`src/rtl/grant_decoder.sv`:
```
// Grant decoder: turns an encoded (index, valid) grant into a registered one-hot
// grant vector, holds it until done or timeout, then inserts a one-cycle dead gap.
module grant_decoder #(
    parameter int unsigned N       = 4,
    parameter int unsigned IDX_W   = $clog2(N),
    parameter int unsigned TIMEOUT = 15,
    parameter int unsigned CNT_W   = $clog2(TIMEOUT + 1)
) (
    input  logic             clk,
    input  logic             rst_n,
    input  logic [IDX_W-1:0] grant_idx,
    input  logic             grant_valid,
    output logic             grant_ready,
    output logic [N-1:0]     gnt,
    input  logic [N-1:0]     done,
    output logic [IDX_W-1:0] owner,
    output logic             busy,
    output logic [CNT_W-1:0] hold_cnt,
    output logic             timeout_err,
    output logic             bad_idx
);

    localparam int unsigned IDX_CMP_W = IDX_W + 1;

    typedef enum logic [1:0] {
        IDLE  = 2'd0,
        GRANT = 2'd1,
        GAP   = 2'd2
    } state_t;

    state_t             state;
    state_t             state_d;
    logic [N-1:0]       gnt_d;
    logic [IDX_W-1:0]   owner_d;
    logic               busy_d;
    logic [CNT_W-1:0]   cnt_d;
    logic               timeout_d;
    logic               bad_d;
    logic               idx_ok;
    logic               owner_done;
    logic               at_limit;

    // Index check is widened by one bit so N itself never truncates.
    assign idx_ok      = ({1'b0, grant_idx} < IDX_CMP_W'(N));
    // gnt is one-hot on the owner while granted, so this isolates done[owner].
    assign owner_done  = |(done & gnt);
    assign at_limit    = (hold_cnt == CNT_W'(TIMEOUT - 1));
    assign grant_ready = rst_n && (state == IDLE);

    // Next-state and next-output logic
    always_comb begin
        state_d   = state;
        gnt_d     = gnt;
        owner_d   = owner;
        busy_d    = busy;
        cnt_d     = hold_cnt;
        timeout_d = 1'b0;
        bad_d     = 1'b0;
        case (state)
            IDLE: begin
                if (grant_valid) begin
                    if (idx_ok) begin
                        state_d = GRANT;
                        owner_d = grant_idx;
                        gnt_d   = N'(1) << grant_idx;
                        busy_d  = 1'b1;
                        cnt_d   = '0;
                    end else begin
                        bad_d = 1'b1;
                    end
                end
            end
            GRANT: begin
                if (hold_cnt != CNT_W'(TIMEOUT)) begin
                    cnt_d = hold_cnt + CNT_W'(1);
                end
                // A release by the owner takes precedence over the timeout.
                if (owner_done || at_limit) begin
                    state_d   = GAP;
                    gnt_d     = '0;
                    busy_d    = 1'b0;
                    timeout_d = !owner_done;
                end
            end
            GAP: begin
                state_d = IDLE;
            end
            default: begin
                state_d = IDLE;
            end
        endcase
    end

    // State and output registers
    always_ff @(posedge clk) begin
        if (!rst_n) begin
            state       <= IDLE;
            gnt         <= '0;
            owner       <= '0;
            busy        <= 1'b0;
            hold_cnt    <= '0;
            timeout_err <= 1'b0;
            bad_idx     <= 1'b0;
        end else begin
            state       <= state_d;
            gnt         <= gnt_d;
            owner       <= owner_d;
            busy        <= busy_d;
            hold_cnt    <= cnt_d;
            timeout_err <= timeout_d;
            bad_idx     <= bad_d;
        end
    end

endmodule

```
`config.mk`:
```
export PLATFORM = sky130hd
export DESIGN_NAME = grant_decoder
export DESIGN_NICKNAME = d
export VERILOG_FILES = /design/src/rtl/grant_decoder.sv
export SDC_FILE = /design/constraint.sdc
export NUM_CORES = 1
export LEC_CHECK = 0
export CAP_MARGIN = 20
export CORE_UTILIZATION = 43
export DETAILED_ROUTE_END_ITERATION = 8
export PLACE_DENSITY = 0.79
export SYNTH_ARGS = -nofsm -noshare
export SYNTH_HDL_FRONTEND = slang
export SYNTH_SLANG_ARGS = --single-unit
```
`constraint.sdc`:
```
create_clock -name clk -period 2 [get_ports clk]
set_clock_uncertainty 0.1 [all_clocks]
set_input_delay 0.2 -clock clk [delete_from_list [all_inputs] [get_ports clk]]
set_output_delay 0.2 -clock clk [all_outputs]
set_load 0.01 [all_outputs]
```
==> metrics.md, run 1 <==
| Metric | Value |
|---|---|
| Status | `finished, violations left` |
| Failing checks | `DRC` |
| Leakage dissipation | `~0.36 nW` |
| Clk_lat worst skew | `approximately 0.29 ns` |
| Initial antenna violation count | `0` |
| Peak supply drop | `0.416 mV` |
| Max Cap Viol | `0` |
| Setup ws final | `0.273 ns` |
| Hold path depth | `2` |
| Hold_ws | `0.378 ns` |
| Synth unique cells | `28` |
| Worst reg2reg endpoint | `hold_cnt[3]` |
| Vias per cell | `between 5 and 6` |
| EDFF count, synth | `0` |
| Share of the synthesized area in the top cell type | `between 40% and 50%` |
| Final Max Tran Viols | `0` |
| Fraction of registers with async set or reset after synthesis | `0%` |
| Worst hold path type | `flip-flop to flip-flop` |
| Clk root buf | `clkbuf_4` |
| DRC Markers | `1` |
| Power per cell area | `between 600 and 700 mW/mm^2` |
| CTS clk-pin slew, worst paths | `about 0.090 ns` |
| Crit-path max cell delay | `about 0.54 ns` |
| Min-Delay Startpoint | `gnt[0]` |
| Worst reg2reg setup slack | `0.31 ns` |
| CTS tree | `built` |
| Placement-stage worst setup slack | `around 0.25 ns` |
| Number of I/O port buffers | `21` |
| Fmax | `between 0.5 and 0.6 GHz` |
| Critical-path cell list | `inv_1 -> nand2_1 -> nor2_1 -> clkdlybuf4s50_1` |
| Part of the Yosys area used for sequential elements | `between 40% and 50%` |
| Data required, critical path | `between 1.5 and 2 ns` |
| Final wirelength | `between 1500 and 2000 um` |
| First-pass GRT wire length | `roughly 2700 um` |
| Iteration count of the initial detailed-routing pass | `7` |
| Post-synth top area cell | `dfxtp_1` |
| Fill cells | `about 130` |
| Vias | `660` |
| CTS Sinks | `14` |
| Row cnt | `14` |
| Syn_area_per_cell | `8.95 sq um` |
| FF-to-FF path depth | `4` |
| Layout cells sized above 1 | `7.92%` |
| # IOs | `23` |
| Crit Reg-Reg Startpoint | `hold_cnt[0]` |
| Final Critical Period | `roughly 1.7 ns` |
| Most used DFF post-synth | `dfxtp_1` |
| Die height | `between 40 and 50 um` |
| Final ANT Viol Nets | `0` |
| Mapped Cells | `77` |
| Iteration-0 DRC Markers | `16` |
| Area growth syn-to-layout | `38.1%` |
| Post-Syn Nets | `slightly below 90` |
| Crit Path Max Fanout | `5` |
| Final setup vio count | `0` |
| Kind of critical path | `flip-flop to output port` |
| CTS Hold Buffers Added | `0` |
| Final HPWL DP | `1150 um` |
| Count leader, synth | `dfxtp_1` |
| Setup bufs post-CTS | `0` |
| Critical Path AT | `1.43 ns` |
| Area contributors post-synth | `dfxtp_1, mux2i_1, nand2_1` |
| Hold endpoint | `gnt[0]` |
| Largest net degree at the start of global routing | `15` |
| Total track usage | `20.3%` |
| Net count reported at finish | `between 100 and 150` |
| TNS Setup | `0 ns` |
| Fin. Hold Viols | `0` |
| Remaining Overflow, GRT | `0` |
| Synthesized cell area | `about 690 sq um` |
| Register bit total from synthesis | `14` |
| Critical path capture point type | `output port` |
| Yosys Warn Count | `0` |
| Crit-path slowest cell | `clkdlybuf4s50_1` |
| H-Tree Depth | `1` |
| Initial Util | `45.8%` |
| Per-cell routed wire length | `13.5 um` |
| Die area | `~0.0018 sq mm` |
| CTS Buf Count | `3` |
| Post-cts resize count | `0` |
| ANT cells | `0` |
| Vias in the first global route | `about 600` |
| Post-synth top cells | `dfxtp_1, nand2_1, mux2i_1, nand3_1, nor2b_1` |
| CTS max path bufs | `2` |
| RSZ-0062 raised after global routing | `false` |
| Core area | `around 0.0015 sq mm` |
| Final Wtd Congestion | `0.742` |
| Nature of the critical path startpoint | `flip-flop` |
| Die Wd | `42.0 um` |
| Tcrit/Tclk final | `between 80% and 90%` |
## state kept, by name, summed over array words and instances (netlist names)
register / flops
hold_cnt: 4
busy: 1
timeout_err: 1
gnt: 4
owner: 2
state: 2
## how the worst max path moves through the flow
stage	slack [ns]	cells past startpoint	start	to
after floorplan	0.44	4	hold_cnt[0]	hold_cnt[3]
after global placement	0.32	4	done[2]	gnt[3]
after detailed placement	0.25	4	done[2]	gnt[2]
after CTS	0.26	4	state[1]	grant_ready
after global routing	0.21	4	state[1]	grant_ready
final	0.27	4	state[1]	grant_ready
## through the flow
step                      instances  power (mW)  cell area [sq um]  utilization [%]
after floorplan                  77       0.379                689                -
after global placement          113       0.435                916             60.8
after detailed placement        113       0.438                916             60.8
after CTS                       117       0.642                952             63.2
after global routing            117       0.672                952             63.2
final                           117       0.643                952             63.2
## kinds of logic after synthesis
logic type | after synthesis | synth area share [%]
buffers and inverters | 6 | 3.81
AO/OA/AOI/OAI | 16 | 16.7
flip-flops | 14 | 40.7
multiplexers | 6 | 8.71
AND/OR/NAND/NOR | 32 | 26.0
adder cells (fa/ha/maj) | 2 | 3.63
other | 1 | 0.544
## worst max-delay path: cells and delay by family (launching register included)
kind          cells  cell delay (ns)
buf+inv           2             0.63
flops             1             0.35
simple gates      2             0.16
## metal layers
metal / share of wire [%] / track usage (%) / vias to the layer above
met3: 5.8 / 5.60 / 6
li1: - / - / 327
met1: 47 / 27.2 / 296
met4: 2.7 / 7.50 / 0
met2: 45 / 31.3 / 31
met5: 0 / 0 / -
## power breakdown
group	internal, mW	total, mW	leakage (nW)	switching [mW]
Combinational	0.0679	0.125	0.227	0.0572
Sequential	0.293	0.308	0.114	0.0149
Clock	0.111	0.210	0.0210	0.0986
## layout make-up
cell class              instances  area (sq um)  share of cell area (%)
well taps                      16          20.0                    2.10
inverters                       4          15.0                    1.58
repair buffers                 22           218                    22.9
flip-flops and latches         14           280                    29.4
multi-input cells              57           383                    40.2
clock buffers                   4          36.3                    3.81
## placed cells by master, fill, tap and decap left out, types with 2 or more instances in the layout
cell type,synthesis,routed
nand2_1,9,9
o31ai_1,2,2
a21boi_0,2,2
o21ai_0,3,3
mux2i_1,6,6
clkbuf_4,0,3
clkdlybuf4s50_1,0,21
nor2b_1,5,5
dfxtp_1,14,14
nand3_1,6,6
a22oi_1,2,2
a21oi_1,4,4
ha_1,2,2
nand3b_1,2,2
inv_1,4,4
nand4_1,2,2
Note: power is estimated with default switching activity, not from simulation.
==> inputs of run 2 (changes only) <==
--- a/config.mk
+++ b/config.mk
@@ -6,9 +6,11 @@
 export NUM_CORES = 1
 export LEC_CHECK = 0
 export CAP_MARGIN = 20
-export CORE_UTILIZATION = 43
+export CELL_PAD_IN_SITES_DETAIL_PLACEMENT = 1
+export CELL_PAD_IN_SITES_GLOBAL_PLACEMENT = 2
+export CORE_UTILIZATION = 25
 export DETAILED_ROUTE_END_ITERATION = 8
-export PLACE_DENSITY = 0.79
+export PLACE_DENSITY = 0.72
 export SYNTH_ARGS = -nofsm -noshare
 export SYNTH_HDL_FRONTEND = slang
 export SYNTH_SLANG_ARGS = --single-unit
==> metrics.md, run 2 (synthesis gave the netlist of run 1 again) <==
| Metric | Value |
|---|---|
| CTS clk-pin slew, worst paths | `0.09 ns` |
| First-pass GRT wire length | `~2600 um` |
| Core area | `between 0.002 and 0.003 sq mm` |
| Per-cell routed wire length | `roughly 12 um` |
| Net count reported at finish | `approximately 110` |
| Row cnt | `18` |
| Final Wtd Congestion | `around 0.74` |
| Worst hold path type | `flip-flop to flip-flop` |
| Total track usage | `12.8%` |
| Vias | `622` |
| Data required, critical path | `approximately 1.7 ns` |
| Nature of the critical path startpoint | `input port` |
| Critical Path AT | `around 1.5 ns` |
| Tcrit/Tclk final | `between 80 and 90%` |
| TNS Setup | `0 ns` |
| Power per cell area | `652 mW/mm^2` |
| Die height | `approximately 55 um` |
| Final Max Tran Viols | `0` |
| Critical path capture point type | `output port` |
| CTS Buf Count | `3` |
| CTS Sinks | `14` |
| Status | `finished clean` |
| Peak supply drop | `just over 0.3 mV` |
| Final HPWL DP | `1210 um` |
| Fin. Hold Viols | `0` |
| Clk root buf | `clkbuf_4` |
| FF-to-FF path depth | `4` |
| Critical-path cell list | `clkdlybuf4s50_1 -> nand2_1 -> nor2_1 -> clkdlybuf4s50_1` |
| Largest registers | `gnt (4), hold_cnt (4)` |
| CTS max path bufs | `2` |
| DRC Markers | `0` |
| Crit Path Max Fanout | `4` |
| Leakage dissipation | `0.363 nW` |
| Setup bufs post-CTS | `0` |
| Final ANT Viol Nets | `0` |
| CTS Hold Buffers Added | `0` |
| Vias per cell | `approximately 4.7` |
| Crit-path slowest cell | `clkdlybuf4s50_1` |
| Final wirelength | `roughly 1600 um` |
| CTS tree | `built` |
| Kind of critical path | `input port to output port` |
| # IOs | `23` |
| Largest net degree at the start of global routing | `13` |
| Initial Util | `a little over a quarter` |
| Overall Power | `~630 uW` |
| Commonest non-fill, non-tap cell in the layout | `clkdlybuf4s50_1` |
| Final Critical Period | `roughly 1.8 ns` |
| Most frequent cells in the layout | `clkdlybuf4s50_1, dfxtp_1, nand2_1` |
| Max Cap Viol | `0` |
| Initial antenna violation count | `0` |
| Crit-path max cell delay | `approximately 0.54 ns` |
| RSZ-0062 raised after global routing | `false` |
| ANT cells | `0` |
| Most frequent cell on the critical path | `clkdlybuf4s50_1` |
| Iteration count of the initial detailed-routing pass | `4` |
| Vias in the first global route | `about 590` |
| Remaining Overflow, GRT | `0` |
| Layout cells sized above 1 | `~7.9%` |
| Final setup vio count | `0` |
| Iteration-0 DRC Markers | `6` |
| Die area | `between 0.002 and 0.003 sq mm` |
| Hold path depth | `2` |
| Area growth syn-to-layout | `40.7%` |
| Die Wd | `54.5 um` |
| Fmax | `roughly 0.57 GHz` |
| Number of I/O port buffers | `21` |
| H-Tree Depth | `1` |
| Clk_lat worst skew | `between 0.2 and 0.3 ns` |
| Post-cts resize count | `0` |
[run 2: per-stage QoR]
step	setup slack [ns]	instances	hold WS, ns	area (sq um)	utilization, %
after floorplan	0.443	77	0.242	689	-
after global placement	0.245	127	0.363	933	36.7
after detailed placement	0.231	127	0.364	933	36.7
after CTS	0.231	131	0.387	970	38.1
after global routing	0.156	131	0.417	970	38.1
final	0.240	131	0.383	970	38.1
[run 2: layout make-up]
class                           instances  area, sq um
Inverter                                4         15.0
Tap cell                               30         37.5
Multi-Input combinational cell         57          383
Clock buffer                            4         36.3
Timing Repair Buffer                   22          218
Sequential cell                        14          280
Fill cell                             310         1580
[run 2: power by group]
group / internal [mW] / total, mW / switching, mW / leakage (nW)
Sequential: 0.293 / 0.308 / 0.0148 / 0.114
Clock: 0.111 / 0.201 / 0.0899 / 0.0210
Combinational: 0.0678 / 0.124 / 0.0563 / 0.227
Total: 0.471 / 0.632 / 0.161 / 0.363
[run 2: worst max-delay path: cells and delay by family]
family	cells	cell delay, ns
buf+inv	2	1.08
simple gates	2	0.18
[run 2: path summary, 6_finish.rpt]
| path | start | end | slack, ns |
|---|---|---|---|
| worst min register to register | gnt[2] | gnt[2] | 0.38 |
| worst min-delay path | gnt[2] | gnt[2] | 0.38 |
| worst max register to register | hold_cnt[0] | hold_cnt[3] | 0.38 |
| worst max-delay path | rst_n | grant_ready | 0.24 |
[run 2: metal layers]
metal	wire, um	global-route usage (%)	share of wire, %
met1	822	16.7	52
met2	664	18.5	42
met3	93	6.11	5.8
met4	12	3.85	0.75
met5	0	0	0
